<file path="config.mk">
export PLATFORM = sky130hd
export DESIGN_NAME = regfile_operand_stage_flat
export DESIGN_NICKNAME = d
export VERILOG_FILES = /design/src/rtl/regfile_operand_stage_if.sv /design/src/rtl/regfile_operand_stage.sv /design/src/flat_wrapper.sv
export SDC_FILE = /design/constraint.sdc
export NUM_CORES = 1
export LEC_CHECK = 0
export BUFFER_PORTS_ARGS = -buffer_cell sky130_fd_sc_hd__buf_2
export CORE_MARGIN = 3
export CORE_UTILIZATION = 49
export CTS_CLUSTER_DIAMETER = 40
export DETAILED_ROUTE_END_ITERATION = 12
export PLACE_DENSITY_LB_ADDON = 0.05
export SYNTH_ARGS = -nofsm -noshare
export SYNTH_HDL_FRONTEND = slang
export SYNTH_SLANG_ARGS = --single-unit
</file>
<file path="constraint.sdc">
create_clock -name clk -period 1.7 [get_ports clk]
set_input_delay 0.085 -clock clk [delete_from_list [all_inputs] [get_ports clk]]
set_output_delay 0.085 -clock clk [all_outputs]
set_load 0.005 [all_outputs]
</file>
<file path="src/rtl/regfile_operand_stage_if.sv">
// Handshake and data bundle between decode, the operand-fetch stage and the ALU.
// The master drives requests, write-back and out_ready. The slave (the stage) drives the rest.
interface regfile_operand_stage_if #(
  parameter int DATA_W = 32,
  parameter int ADDR_W = 4,
  parameter int OP_W   = 4
);
  logic              in_valid;
  logic              in_ready;
  logic [ADDR_W-1:0] rs1;
  logic [ADDR_W-1:0] rs2;
  logic [ADDR_W-1:0] rd_in;
  logic [OP_W-1:0]   op_in;
  logic              wb_en;
  logic [ADDR_W-1:0] wb_addr;
  logic [DATA_W-1:0] wb_data;
  logic              out_valid;
  logic              out_ready;
  logic [DATA_W-1:0] a;
  logic [DATA_W-1:0] b;
  logic [ADDR_W-1:0] rd_out;
  logic [OP_W-1:0]   op_out;

  modport master (
    output in_valid, rs1, rs2, rd_in, op_in, wb_en, wb_addr, wb_data, out_ready,
    input  in_ready, out_valid, a, b, rd_out, op_out
  );

  modport slave (
    input  in_valid, rs1, rs2, rd_in, op_in, wb_en, wb_addr, wb_data, out_ready,
    output in_ready, out_valid, a, b, rd_out, op_out
  );
endinterface

</file>
<file path="src/rtl/regfile_operand_stage.sv">
// Operand-fetch stage: a 16-entry register file with write-back bypass on both read ports.
// Its outputs feed a single-entry valid/ready pipeline register toward the ALU.
module regfile_operand_stage #(
  parameter int DATA_W = 32,
  parameter int ADDR_W = 4,
  parameter int OP_W   = 4
) (
  input  logic                  clk,
  input  logic                  rst_n,
  regfile_operand_stage_if.slave bus
);
  localparam int DEPTH = 2 ** ADDR_W;

  logic [DATA_W-1:0] r_rf [DEPTH];
  logic              r_out_valid;
  logic [DATA_W-1:0] r_a;
  logic [DATA_W-1:0] r_b;
  logic [ADDR_W-1:0] r_rd;
  logic [OP_W-1:0]   r_op;

  logic              w_in_ready;
  logic              w_accept;
  logic              w_wb_live;
  logic [DATA_W-1:0] w_rd_a;
  logic [DATA_W-1:0] w_rd_b;

  // A write to r0 is dropped everywhere, including the bypass.
  assign w_wb_live  = bus.wb_en && (bus.wb_addr != '0);
  assign w_in_ready = !r_out_valid || bus.out_ready;
  assign w_accept   = bus.in_valid && w_in_ready;

  assign w_rd_a = (bus.rs1 == '0)                         ? '0          :
                  (w_wb_live && bus.wb_addr == bus.rs1)   ? bus.wb_data :
                                                            r_rf[bus.rs1];
  assign w_rd_b = (bus.rs2 == '0)                         ? '0          :
                  (w_wb_live && bus.wb_addr == bus.rs2)   ? bus.wb_data :
                                                            r_rf[bus.rs2];

  // NOTE: the register file sits under the async reset on purpose, because every entry must read as zero after reset.
  // That rules out a RAM macro here, which is acceptable at 16 entries.
  always_ff @(posedge clk or negedge rst_n) begin
    if (!rst_n) begin
      for (int i = 0; i < DEPTH; i++) r_rf[i] <= '0;
    end else if (w_wb_live) begin
      r_rf[bus.wb_addr] <= bus.wb_data;
    end
  end

  // Held operands capture their values at accept and ignore later write-backs.
  always_ff @(posedge clk or negedge rst_n) begin
    if (!rst_n) begin
      r_out_valid <= 1'b0;
      r_a         <= '0;
      r_b         <= '0;
      r_rd        <= '0;
      r_op        <= '0;
    end else if (w_accept) begin
      r_out_valid <= 1'b1;
      r_a         <= w_rd_a;
      r_b         <= w_rd_b;
      r_rd        <= bus.rd_in;
      r_op        <= bus.op_in;
    end else if (bus.out_ready) begin
      r_out_valid <= 1'b0;
    end
  end

  assign bus.in_ready  = w_in_ready;
  assign bus.out_valid = r_out_valid;
  assign bus.a         = r_a;
  assign bus.b         = r_b;
  assign bus.rd_out    = r_rd;
  assign bus.op_out    = r_op;
endmodule

</file>
<file path="src/flat_wrapper.sv">
// flat-port wrapper written by rule: the top's interface ports become plain ports
module regfile_operand_stage_flat 
#(
  parameter int DATA_W = 32,
  parameter int ADDR_W = 4,
  parameter int OP_W   = 4
)
  (clk, rst_n, bus_in_valid, bus_rs1, bus_rs2, bus_rd_in, bus_op_in, bus_wb_en, bus_wb_addr, bus_wb_data, bus_out_ready, bus_in_ready, bus_out_valid, bus_a, bus_b, bus_rd_out, bus_op_out);
  regfile_operand_stage_if #(.DATA_W(DATA_W), .ADDR_W(ADDR_W), .OP_W(OP_W)) bus_i ();
  input  logic clk;
  input  logic rst_n;
  input wire logic [$bits(bus_i.in_valid)-1:0] bus_in_valid;
  input wire logic [$bits(bus_i.rs1)-1:0] bus_rs1;
  input wire logic [$bits(bus_i.rs2)-1:0] bus_rs2;
  input wire logic [$bits(bus_i.rd_in)-1:0] bus_rd_in;
  input wire logic [$bits(bus_i.op_in)-1:0] bus_op_in;
  input wire logic [$bits(bus_i.wb_en)-1:0] bus_wb_en;
  input wire logic [$bits(bus_i.wb_addr)-1:0] bus_wb_addr;
  input wire logic [$bits(bus_i.wb_data)-1:0] bus_wb_data;
  input wire logic [$bits(bus_i.out_ready)-1:0] bus_out_ready;
  output wire logic [$bits(bus_i.in_ready)-1:0] bus_in_ready;
  output wire logic [$bits(bus_i.out_valid)-1:0] bus_out_valid;
  output wire logic [$bits(bus_i.a)-1:0] bus_a;
  output wire logic [$bits(bus_i.b)-1:0] bus_b;
  output wire logic [$bits(bus_i.rd_out)-1:0] bus_rd_out;
  output wire logic [$bits(bus_i.op_out)-1:0] bus_op_out;
  assign bus_i.in_valid = bus_in_valid;
  assign bus_i.rs1 = bus_rs1;
  assign bus_i.rs2 = bus_rs2;
  assign bus_i.rd_in = bus_rd_in;
  assign bus_i.op_in = bus_op_in;
  assign bus_i.wb_en = bus_wb_en;
  assign bus_i.wb_addr = bus_wb_addr;
  assign bus_i.wb_data = bus_wb_data;
  assign bus_i.out_ready = bus_out_ready;
  assign bus_in_ready = bus_i.in_ready;
  assign bus_out_valid = bus_i.out_valid;
  assign bus_a = bus_i.a;
  assign bus_b = bus_i.b;
  assign bus_rd_out = bus_i.rd_out;
  assign bus_op_out = bus_i.op_out;
  regfile_operand_stage #(.DATA_W(DATA_W), .ADDR_W(ADDR_W), .OP_W(OP_W)) u_core (.clk(clk), .rst_n(rst_n), .bus(bus_i));
endmodule
</file>
==> impl_results.rst <==
.. list-table::
   :header-rows: 1

   * - Metric
     - Value
   * - Worst setup path start
     - u_core.r_rf[199]
   * - Final number of hold-violating endpoints
     - 0
   * - Number of flops mapped to enable cells by yosys
     - 0
   * - Initial DRC count
     - 1578
   * - Maximum level of the CTS H-tree
     - 3
   * - TritonCTS clock tree
     - built
   * - Worst endpoint required time
     - 2210 ps
   * - Post-Syn Area
     - 30030 µm²
   * - Horizontal die dimension
     - 253.6 µm
   * - Number of slew-limit violations in the final report
     - 0
   * - Sort of element at the end of the critical path
     - flop
   * - Vias/cell
     - 6.304
   * - Pin count of the biggest net entering global routing
     - 70
   * - IR drop worst, VDD
     - 870.5 µV
   * - Max-cap viol count
     - 0
   * - HPWL Detailed
     - roughly 58000 µm
   * - Maximum operating frequency
     - 0.5919 GHz
   * - Clock latency at the later pin of the worst-skew pair
     - approximately 640 ps
   * - Areal power density over the cells
     - 1297 nW/µm²
   * - Worst-margin pin slew
     - 663.3 ps
   * - Flip-flop and latch count after synthesis
     - just under 600
   * - P&R area growth vs syn
     - 25.12%
   * - Min Clock Period, post-route
     - approximately 1700 ps
   * - Clock tree sinks
     - 585
   * - Worst Reg2Reg Path Length in Cells
     - 5
   * - Num ports
     - ~130
   * - Core region area
     - slightly above 60000 µm²
   * - Register-to-register setup slack
     - about 10 ps
   * - Multi-input gate area in the final layout
     - 14610 µm²
   * - Initial Utilization
     - 49.66%
   * - Final net count
     - 2416
   * - Root Driver
     - sky130_fd_sc_hd__clkbuf_16
   * - Kind of start point of the critical path
     - flop
   * - Ratio of final minimum period to clock period
     - between 90% and 100%
   * - Max clock buf depth
     - 3
   * - CP endpoint
     - u_core.bus.a[7]
   * - Syn avg cell area
     - 14.54 µm²
   * - Share of synthesized flip-flops with an asynchronous set or reset
     - 100.0%
   * - Type of the worst min-delay path
     - in2async
   * - Static leakage power
     - 16.11 nW
   * - Synthesized Nets
     - 2123
   * - Relative slew slack
     - 55.20%
   * - Data arrival time of the worst path
     - 2200 ps
   * - Largest clock skew in the final design
     - 18.05 ps
   * - Final WL
     - around 90000 µm
   * - Fill cell total of the finished layout
     - 4559
   * - Vias
     - 20.29k
   * - Number of synthesis warnings
     - 0
   * - RSZ-0062 raised after global routing
     - yes
   * - Clock-pin slew on the worst setup and hold paths
     - 60 ps
   * - Post-route DRC
     - 0
   * - Sequential share of the synthesized area
     - 48.75%
   * - Total power consumption of the routed design
     - 48.72 mW
   * - Final antenna-violating net count
     - 0
   * - Count of buffers from port buffering
     - 130
   * - Vertical extent of the die
     - 253.6 µm
   * - Top_reg_cell synth
     - sky130_fd_sc_hd__dfrtp_1
   * - Fraction of final layout cells with drive strength greater than 1
     - 56.44%
   * - Detail-routed net length per standard cell
     - 28.75 µm
   * - Worst reg2reg path endpoint
     - u_core.bus.a[7]
   * - Area occupied by registers
     - 14640 µm²
   * - DIE AREA
     - 64290 µm²
   * - Maximum fanout count along the critical path
     - 3
   * - Number of antenna violations at the first check in global routing
     - 4
   * - Unique masters post-synth
     - 34
   * - Final weighted congestion in routability-driven placement
     - between 0.8 and 0.9
   * - Number of buffers created by CTS
     - 94
   * - Run status
     - completed
   * - First-pass GRT wire length
     - 139500 µm
   * - Global route overflow
     - 0
   * - Gate Count Post-Synth
     - 2066
   * - Detailed-router iteration count before antenna repair
     - 5
   * - Number of global-route vias before repair
     - about 21k
   * - GRT Util Overall
     - 29.40%
   * - Setup TNS
     - 0 ps
   * - Launch instance of the worst register-to-register path
     - u_core.r_rf[199]
   * - Path type of the worst setup path
     - reg2reg
   * - Final count of negative-setup-slack endpoints
     - 0
   * - FP Rows
     - 90
==> cells in the mapped netlist (32+ instances only) <==
cell,instances,area [µm²]
sky130_fd_sc_hd__mux2i_1,67,670.6
sky130_fd_sc_hd__nor2b_1,33,206.5
sky130_fd_sc_hd__o22ai_1,63,394.1
sky130_fd_sc_hd__mux4_2,223,5022
sky130_fd_sc_hd__nand2_1,37,138.9
sky130_fd_sc_hd__a211oi_1,64,480.5
sky130_fd_sc_hd__mux2_2,542,6103
sky130_fd_sc_hd__a221o_1,32,320.3
sky130_fd_sc_hd__clkbuf_1,155,581.8
sky130_fd_sc_hd__nor2_1,40,150.1
sky130_fd_sc_hd__buf_2,55,275.3
sky130_fd_sc_hd__o21ai_0,96,480.5
sky130_fd_sc_hd__dfrtp_1,585,14640
==> cells by family after synthesis <==
logic type                Yosys count  share of synthesized area [%]
AOI/OAI and AO/OA                 259                          5.708
xor gates and xnor gates            8                         0.2333
DFF                               585                          48.75
and+or+nand+nor                   134                          2.212
buffers and inverters             239                          3.479
muxes                             841                          39.62
==> timing repair <==
action,4_1_cts,5_1_grt
hold buffers,44,0
setup buffers,0,10
pin swaps,4,34
setup endpoints to repair,62,41
endpoints found under the hold margin,1137,0
resized for setup,4,35
gates cloned,1,0
==> critical path: stages (launching register included) <==
cell                       delay [ps]
sky130_fd_sc_hd__dfrtp_1          410
sky130_fd_sc_hd__mux4_2           480
sky130_fd_sc_hd__nor2b_4          140
sky130_fd_sc_hd__a211oi_2         200
sky130_fd_sc_hd__a211oi_1          60
sky130_fd_sc_hd__a221o_1          270
==> per-stage QoR <==
stage                     utilization [%]  instances  cell area [µm²]  hold WS (ps)  setup slack (ps)
after detailed placement            55.58       2990            33610         22.59            -355.7
after global placement              55.58       2990            33610         24.73            -378.1
final                               62.14       3219            37570         190.7             10.45
after global routing                62.14       3219            37570         180.2            -68.25
after floorplan                         -       2066            30030        -210.6            -16.34
after CTS                           61.79       3208            37360         150.9            -3.796
==> per-layer routing <==
layer	vias to the layer above	track usage, %	routed length, µm
li1	8534	-	-
met1	10780	41.23	39970
met2	741	46.10	43420
met3	232	5.465	5562
met4	4	11.04	3573
met5	-	0	31
==> placed cells by master (no fill, tap or decap), types with 4 or more instances in the layout <==
cell / n
sky130_fd_sc_hd__xnor2_1: 4
sky130_fd_sc_hd__buf_4: 188
sky130_fd_sc_hd__o21ai_0: 90
sky130_fd_sc_hd__clkbuf_16: 96
sky130_fd_sc_hd__dlygate4sd3_1: 43
sky130_fd_sc_hd__clkinv_4: 9
sky130_fd_sc_hd__mux2_1: 9
sky130_fd_sc_hd__a221o_1: 32
sky130_fd_sc_hd__nand2b_1: 4
sky130_fd_sc_hd__clkinv_2: 11
sky130_fd_sc_hd__mux2i_1: 66
sky130_fd_sc_hd__nor2b_1: 28
sky130_fd_sc_hd__mux2_2: 542
sky130_fd_sc_hd__nor2_1: 29
sky130_fd_sc_hd__buf_2: 122
sky130_fd_sc_hd__a211oi_2: 19
sky130_fd_sc_hd__nand2_1: 35
sky130_fd_sc_hd__o22ai_1: 63
sky130_fd_sc_hd__inv_6: 12
sky130_fd_sc_hd__clkinvlp_4: 12
sky130_fd_sc_hd__xor2_1: 4
sky130_fd_sc_hd__mux4_2: 223
sky130_fd_sc_hd__o21ai_1: 5
sky130_fd_sc_hd__nor2b_4: 5
sky130_fd_sc_hd__a211oi_1: 45
sky130_fd_sc_hd__clkbuf_8: 11
sky130_fd_sc_hd__nor2_4: 9
sky130_fd_sc_hd__bufinv_16: 10
sky130_fd_sc_hd__clkbuf_1: 9
sky130_fd_sc_hd__buf_12: 77
sky130_fd_sc_hd__dfrtp_1: 585
==> state kept, by name, summed over array words and instances, names as in the netlist <==
register	cells
u_core.bus.out_valid	1
u_core.bus.rd_out	4
u_core.bus.a	32
u_core.r_rf	512
u_core.bus.b	32
u_core.bus.op_out	4
==> where the power goes <==
part	leakage (nW)	switching, mW	internal, mW	total [mW]
logic	7.29	3.57	6.14	9.71
clock network	1.57	7.09	12.4	19.5
registers	7.26	2.50	17.0	19.5
total	16.1	13.2	35.6	48.7
==> area by class of cell <==
class | count | area share, %
Tap cell | 782 | 2.604
Timing Repair Buffer | 436 | 10.87
Antenna cell | 1 | 0.006660
Clock inverter | 57 | 1.778
Sequential cell | 585 | 38.96
Clock buffer | 116 | 6.886
Multi-Input combinational cell | 1242 | 38.89
==> worst min path at each step <==
stage / from / endpoint / slack (ps) / cells after the start
4_1_cts: bus_rs1[2] / u_core.bus.a[31] / 150 / 5
3_3_place_gp: rst_n / u_core.bus.b[7] / 20 / 1
6_report: rst_n / u_core.r_rf[42] / 190 / 3
3_5_place_dp: rst_n / u_core.bus.b[7] / 20 / 1
5_1_grt: bus_rs1[2] / u_core.bus.a[31] / 180 / 5
2_1_floorplan: rst_n / u_core.bus.a[0] / -210 / 0
(Power assumes the default switching activity.)
